--- src/rtl/imem_fetch_ctrl.sv ---
// imem_fetch_ctrl
//
// Instruction-fetch controller for the 5-stage MIPS pipeline. It owns the
// word-indexed program counter that addresses the combinational instruction
// ROM and captures the returned word into the IF/ID register. It applies
// hazard stalls and jump / jr / branch redirects, and enters HALT when the PC
// runs past the end of the ROM. It also keeps saturating counters of fetched
// instructions and stall cycles.
//
// Ports:
//   clk, reset            rising-edge clock, synchronous active-high reset
//   stall                 hold PC and IF/ID (load-use hazard)
//   jump / jump_target    J-type redirect resolved in ID
//   jr / jr_target        jump-register redirect resolved in ID
//   branch_taken / _target taken branch resolved in EX (highest priority)
//   instr_in              ROM word for pc_out (same cycle)
//   pc_out                current fetch PC (ROM address)
//   ifid_instr/_pc_next/_valid  IF/ID pipeline register
//   halted                FSM is in HALT
//   fetch_count           instructions accepted into IF/ID (saturating)
//   stall_count           stall cycles applied in RUN (saturating)

module imem_fetch_ctrl #(
    parameter logic [31:0] RESET_PC   = 32'd0,
    parameter int unsigned IMEM_DEPTH = 32,
    parameter logic [31:0] PC_INC     = 32'd1
) (
    input  logic        clk,
    input  logic        reset,
    input  logic        stall,
    input  logic        jump,
    input  logic [31:0] jump_target,
    input  logic        jr,
    input  logic [31:0] jr_target,
    input  logic        branch_taken,
    input  logic [31:0] branch_target,
    input  logic [31:0] instr_in,
    output logic [31:0] pc_out,
    output logic [31:0] ifid_instr,
    output logic [31:0] ifid_pc_next,
    output logic        ifid_valid,
    output logic        halted,
    output logic [31:0] fetch_count,
    output logic [31:0] stall_count
);

    localparam logic [1:0] ST_BOOT = 2'd0;
    localparam logic [1:0] ST_RUN  = 2'd1;
    localparam logic [1:0] ST_HALT = 2'd2;

    localparam logic [31:0] DEPTH = 32'(IMEM_DEPTH);

    logic [1:0]  state;
    logic        redirect;
    logic [31:0] redirect_pc;
    logic [31:0] pc_seq;
    logic        past_end;

    // Branch is the oldest instruction in flight, so it beats jr, then jump.
    always_comb begin
        redirect    = branch_taken | jr | jump;
        redirect_pc = jump_target;
        if (branch_taken) begin
            redirect_pc = branch_target;
        end else if (jr) begin
            redirect_pc = jr_target;
        end
        pc_seq   = pc_out + PC_INC;
        past_end = (pc_out >= DEPTH);
    end

    always_ff @(posedge clk) begin
        if (reset) begin
            state        <= ST_BOOT;
            pc_out       <= RESET_PC;
            ifid_instr   <= '0;
            ifid_pc_next <= '0;
            ifid_valid   <= 1'b0;
            halted       <= 1'b0;
            fetch_count  <= '0;
            stall_count  <= '0;
        end else begin
            case (state)
                ST_BOOT: begin
                    state <= ST_RUN;
                end

                ST_RUN: begin
                    if (redirect) begin
                        pc_out       <= redirect_pc;
                        ifid_instr   <= '0;
                        ifid_pc_next <= '0;
                        ifid_valid   <= 1'b0;
                    end else if (stall) begin
                        if (stall_count != '1) begin
                            stall_count <= stall_count + 32'd1;
                        end
                    end else if (past_end) begin
                        state        <= ST_HALT;
                        halted       <= 1'b1;
                        ifid_instr   <= '0;
                        ifid_pc_next <= '0;
                        ifid_valid   <= 1'b0;
                    end else begin
                        pc_out       <= pc_seq;
                        ifid_instr   <= instr_in;
                        ifid_pc_next <= pc_seq;
                        ifid_valid   <= 1'b1;
                        if (fetch_count != '1) begin
                            fetch_count <= fetch_count + 32'd1;
                        end
                    end
                end

                ST_HALT: begin
                    // IF/ID already holds the bubble loaded on HALT entry.
                    if (redirect) begin
                        pc_out <= redirect_pc;
                        state  <= ST_RUN;
                        halted <= 1'b0;
                    end
                end

                default: begin
                    state <= ST_BOOT;
                end
            endcase
        end
    end

endmodule

--- config.mk ---
export PLATFORM = sky130hd
export DESIGN_NAME = imem_fetch_ctrl
export DESIGN_NICKNAME = d
export VERILOG_FILES = /design/src/rtl/imem_fetch_ctrl.sv
export SDC_FILE = /design/constraint.sdc
export NUM_CORES = 1
export LEC_CHECK = 0
export BUFFER_PORTS_ARGS = -buffer_cell sky130_fd_sc_hd__buf_4
export CAP_MARGIN = 5
export CORE_ASPECT_RATIO = 2
export CORE_MARGIN = 5
export CORE_UTILIZATION = 45
export DETAILED_ROUTE_END_ITERATION = 10
export PLACE_DENSITY_LB_ADDON = 0.3
export SLEW_MARGIN = 10
export SYNTH_ARGS = -nofsm -noshare
export SYNTH_HDL_FRONTEND = slang
export SYNTH_SLANG_ARGS = --single-unit
--- constraint.sdc ---
create_clock -name clk -period 2.26 [get_ports clk]
set_input_delay 0.339 -clock clk [delete_from_list [all_inputs] [get_ports clk]]
set_output_delay 0.339 -clock clk [all_outputs]
set_load 0.02 [all_outputs]
Word-level counts from Yosys, hierarchy flattened --
Cells that the tools add are included.
Operators by class: order comparisons 1, $add $sub $neg 3, mux-type cells 26, reduce and logical (&&, ||, !) cells 8, eq/ne operators 11, bitwise logic cells 5
Operator list (number):
- $mux W32 | 12
- $add A32 B1 Y32 const B | 3
- $ne A32 B32 Y1 const B | 2
- $pmux W32 S2 | 1
- $ge A32 B6 Y1 const B | 1
- $reduce_and A4 Y1 | 3
- $reduce_and A5 Y1 | 2
- $mux W2 | 4
- $ne A2 B2 Y1 const B | 4
- $mux W1 | 7
- $ne A3 B3 Y1 const B | 2
- $pmux W2 S3 | 1
- $not A1 Y1 | 3
- $eq A2 B1 Y1 const B | 1
- $eq A2 B2 Y1 const B | 1
- $logic_not A2 Y1 | 1
- $ne A2 B1 Y1 const B | 1
- $or A1 B1 Y1 | 2
- $pmux W1 S2 | 1
- $reduce_and A2 Y1 | 1
- $reduce_bool A2 Y1 | 1
Word-level totals: output and inout port bits 162, input port bits 134, logic and storage cells 62, flip-flop bits (word level) 164

Depth between registers and ports, before layout --
depth in word-level cells 5, depth in mapped cells 9, mapped depth without buffers 6

Worst setup path after synthesis --
OpenSTA, ideal clock, no wires.
path type input to register, from input port branch_taken, to register fetch_count[22], setup time 0.123 ns, arrival time 2.165 ns, data required time 2.137 ns, path slack -0.029 ns, stages on the path 8, path through buf_2 -> or3_1 -> buf_6 -> nor3_2 -> nand3_2 -> buf_2 -> nor4_1 -> mux2_1
Between the ends: cells in the longest elaborated chain, start to end 4
Ends and longest elaborated chain:
- start: declaration | RTL line 35 | input logic branch_taken,
- $or A1 B1 Y1 (2 in a row) | RTL line 61 | redirect = branch_taken | jr | jump;
- $not A1 Y1 (no line)
- $reduce_and A5 Y1 (no line)
- end signal: assignment | RTL line 110 | fetch_count <= fetch_count + 32'd1;
- end: declaration | RTL line 43 | output logic [31:0] fetch_count,
Every way passes these cells. A chain may end at the register's enable or synchronous reset.

Worst setup path in the final report --
from register pc_out[22], to register fetch_count[26]
Between the ends: cells in the longest elaborated chain, start to end 3
Ends and longest elaborated chain:
- start: declaration | RTL line 38 | output logic [31:0] pc_out,
- start signal: assignment | RTL line 90 | pc_out <= redirect_pc;
- start signal: assignment | RTL line 105 | pc_out <= pc_seq;
- start signal: assignment | RTL line 118 | pc_out <= redirect_pc;
- $ge A32 B6 Y1 | RTL line 69 | past_end = (pc_out >= DEPTH);
- $not A1 Y1 (no line)
- $reduce_and A5 Y1 (no line)
Every way passes these cells.

==> impl_metrics.json <==
{
  "min_to": "ifid_instr[13]",
  "dp_hpwl_um": 20500,
  "htree_levels": 4,
  "power_leakage_nw": 4.88,
  "switching_share_pct": 25.6,
  "hold_violations": 0,
  "drv_cap": 0,
  "fmax_mhz": 461,
  "finish.utilization_pct": 66.6,
  "synthCells": 945,
  "layout_common_cells": "buf_4, dfxtp_1, nand2_1",
  "ios": 296,
  "cp.arrival_ps": 2490,
  "root_buffer": "clkbuf_16",
  "use_met1_pct": 25.0,
  "reg2reg_slack_ps": 90,
  "end_kind": "register",
  "port_buffers": 295,
  "drc": 0,
  "avgSynthCellArea_um2": 8.33,
  "cts_tree": "built",
  "synth_seq_cells": 164,
  "cts_sinks": 164,
  "grt_max_degree": 48,
  "synthArstFlopShare_pct": 0,
  "grt_use_met2_pct": 45.8,
  "p_seq_share_pct": 43.3,
  "wirelength_um": 26700,
  "cts-buffers-inserted": 17,
  "finalSetupViolCount": 0,
  "crit_type": "register to register",
  "antenna_found_initial": 0,
  "total_power_mw": 6.87,
  "rr_startpoint": "pc_out[22]",
  "initial_utilization_pct": 45.6,
  "final_common_cell": "buf_4",
  "status": "finished, final reports clean",
  "pwr_density_cell_nw_per_um2": 598,
  "num_rows": 68,
  "dieHeight_um": 197,
  "grt.total_usage_pct": 25.0,
  "ys_types": 53,
  "post-place-ws_ps": -119,
  "yosys_warnings": 0,
  "fin_tns_setup_ps": 0,
  "hp-class": "primary input to register",
  "ir_drop_mv": 0.840,
  "synth_edf_count": 0,
  "ys_seq_area_share_pct": 41.7,
  "min_from": "instr_in[13]",
  "clockBufferDepth": 2,
  "slew_headroom_pct": 65.5,
  "r2r_cells": 7,
  "yosys_most_used_dff": "dfxtp_1",
  "die_x_um": 104,
  "dieArea_um2": 20400,
  "first_pass_iters": 5,
  "comb_power_share_pct": 12.1,
  "dr_total_vias": 8517,
  "switchingPower_mw": 1.76,
  "syn-num-nets": 1083,
  "maxSlewViolCount": 0,
  "hold-worst-slack_ps": 154,
  "cp-start-kind": "register",
  "drt_iter0_drc": 355,
  "avgViaCountPerCell": 5.68,
  "grt_pass1_wl_um": 42400,
  "holdPathStages": 3,
  "grtUsageMet3_pct": 6.97,
  "p_int_mw": 5.11,
  "crit_fanout": 23,
  "grt_pass1_vias": 8615,
  "place_congestion": 0.915,
  "finClkSkew_ps": 13.9,
  "cts.reportedPaths.clkPinSlew_ps": 70,
  "drive_gt1_share_pct": 34.5,
  "grt-ovfl-total": 0,
  "worst_slack_ps": 92.6,
  "clock_latency_ps": 430,
  "clock_power_share_pct": 44.5,
  "top_usage_layer": "met2",
  "r2r_end": "fetch_count[26]",
  "core_region_area_um2": 17300,
  "fin_nets": 1415,
  "syn_area_um2": 7870,
  "cp.required_ps": 2580,
  "rsz0062_at_grt": "yes",
  "post-route-period-util_pct": 95.9,
  "post_drt_wl_per_cell_um": 17.8,
  "ant_nets": 0,
  "fin_crit_ps": 2170,
  "antenna_cells": 0,
  "worst_pin_slew_ps": 517,
  "area_growth_pct": 46.0
}
-- worst max-delay path, stage by stage, from the launching register on --
cell and delay [ps]:
dfxtp_1 330, nor4_1 300, buf_4 170, and4_1 230
nand3_2 110, buf_12 180, nor4b_1 390, mux2_1 350
-- registers in the layout, indices dropped and copies added (netlist names) --
| name | cells |
|---|---|
| fetch_count | 32 |
| state | 2 |
| halted | 1 |
| ifid_pc_next | 32 |
| ifid_instr | 32 |
| stall_count | 32 |
| pc_out | 32 |
| ifid_valid | 1 |
-- through the flow --
step / instance area, um^2 / instances
floorplan: 7890 / 945
global placement: 10800 / 1466
detailed placement: 10800 / 1466
CTS: 11400 / 1498
global route: 11500 / 1500
finish: 11500 / 1500
-- repair_timing --
action	CTS	global route
setup buffers	0	2
hold buffers	0	0
gates resized for setup	0	7
setup endpoints to repair	0	14
-- per-layer routing --
metal	part of all wire [%]	up-vias	wire length [um]
met3	7.0	88	1860
met2	53	336	14200
met5	0	-	0
met1	35	3987	9300
li1	-	4106	-
met4	5.1	0	1370
-- cells in the mapped netlist (all sizes together) (4+ instances only) --
| library cell | instances | area (um^2) |
|---|---|---|
| a211oi | 5 | 37.5 |
| a21o | 4 | 30.0 |
| a21oi | 71 | 355 |
| a22oi | 37 | 278 |
| and2 | 33 | 206 |
| and3 | 13 | 81.3 |
| and4 | 14 | 123 |
| buf | 19 | 106 |
| clkbuf | 46 | 173 |
| dfxtp | 164 | 3280 |
| ha | 4 | 50.1 |
| inv | 12 | 45.0 |
| mux2 | 20 | 225 |
| mux2i | 34 | 340 |
| nand2 | 91 | 342 |
| nand2b | 4 | 25.0 |
| nand3 | 55 | 280 |
| nand4 | 27 | 169 |
| nand4b | 7 | 61.3 |
| nor2 | 84 | 315 |
| nor2b | 18 | 113 |
| nor3 | 14 | 95.1 |
| nor4 | 19 | 140 |
| o211ai | 6 | 45.0 |
| o21ai | 54 | 270 |
| o31ai | 15 | 113 |
| o41ai | 7 | 61.3 |
| or3 | 23 | 154 |
| or4 | 17 | 128 |
| xor2 | 6 | 52.6 |
-- power groups by stage --
stage	Clock [mW]	Combinational, mW	Sequential [mW]
CTS	3.10	0.836	2.98
global route	3.23	0.913	2.98
finish	3.06	0.835	2.98
detailed placement	0	0.834	3.04
global placement	0	0.827	3.04
floorplan	0	0.326	3.10
-- cell families after synthesis --
family	after synthesis	share of synthesized area, %
and+or+nand+nor	426	29.0
AOI/OAI and AO/OA	211	16.3
DFF	164	41.7
buffers and inverters	77	4.12
muxes	54	7.18
xor gates and xnor gates	9	1.00
adders and majority gates	4	0.636
-- worst max path at each step --
stage	start	to	slack (ps)
6_report	pc_out[22]	fetch_count[26]	90
5_1_grt	fetch_count[1]	fetch_count[10]	-30
3_3_place_gp	jr	fetch_count[31]	-50
3_5_place_dp	jr	fetch_count[26]	-120
4_1_cts	fetch_count[19]	fetch_count[29]	30
2_1_floorplan	branch_taken	fetch_count[22]	-4
-- layout make-up --
| class | instances | area [um^2] |
|---|---|---|
| clock buffers | 18 | 429 |
| clock inverters | 14 | 190 |
| fillers | 1462 | 5780 |
| inverters | 12 | 45.0 |
| multi-input cells | 704 | 4350 |
| flip-flops and latches | 164 | 3280 |
| well taps | 210 | 263 |
| repair buffers | 378 | 2940 |
(Power assumes the default switching activity.)
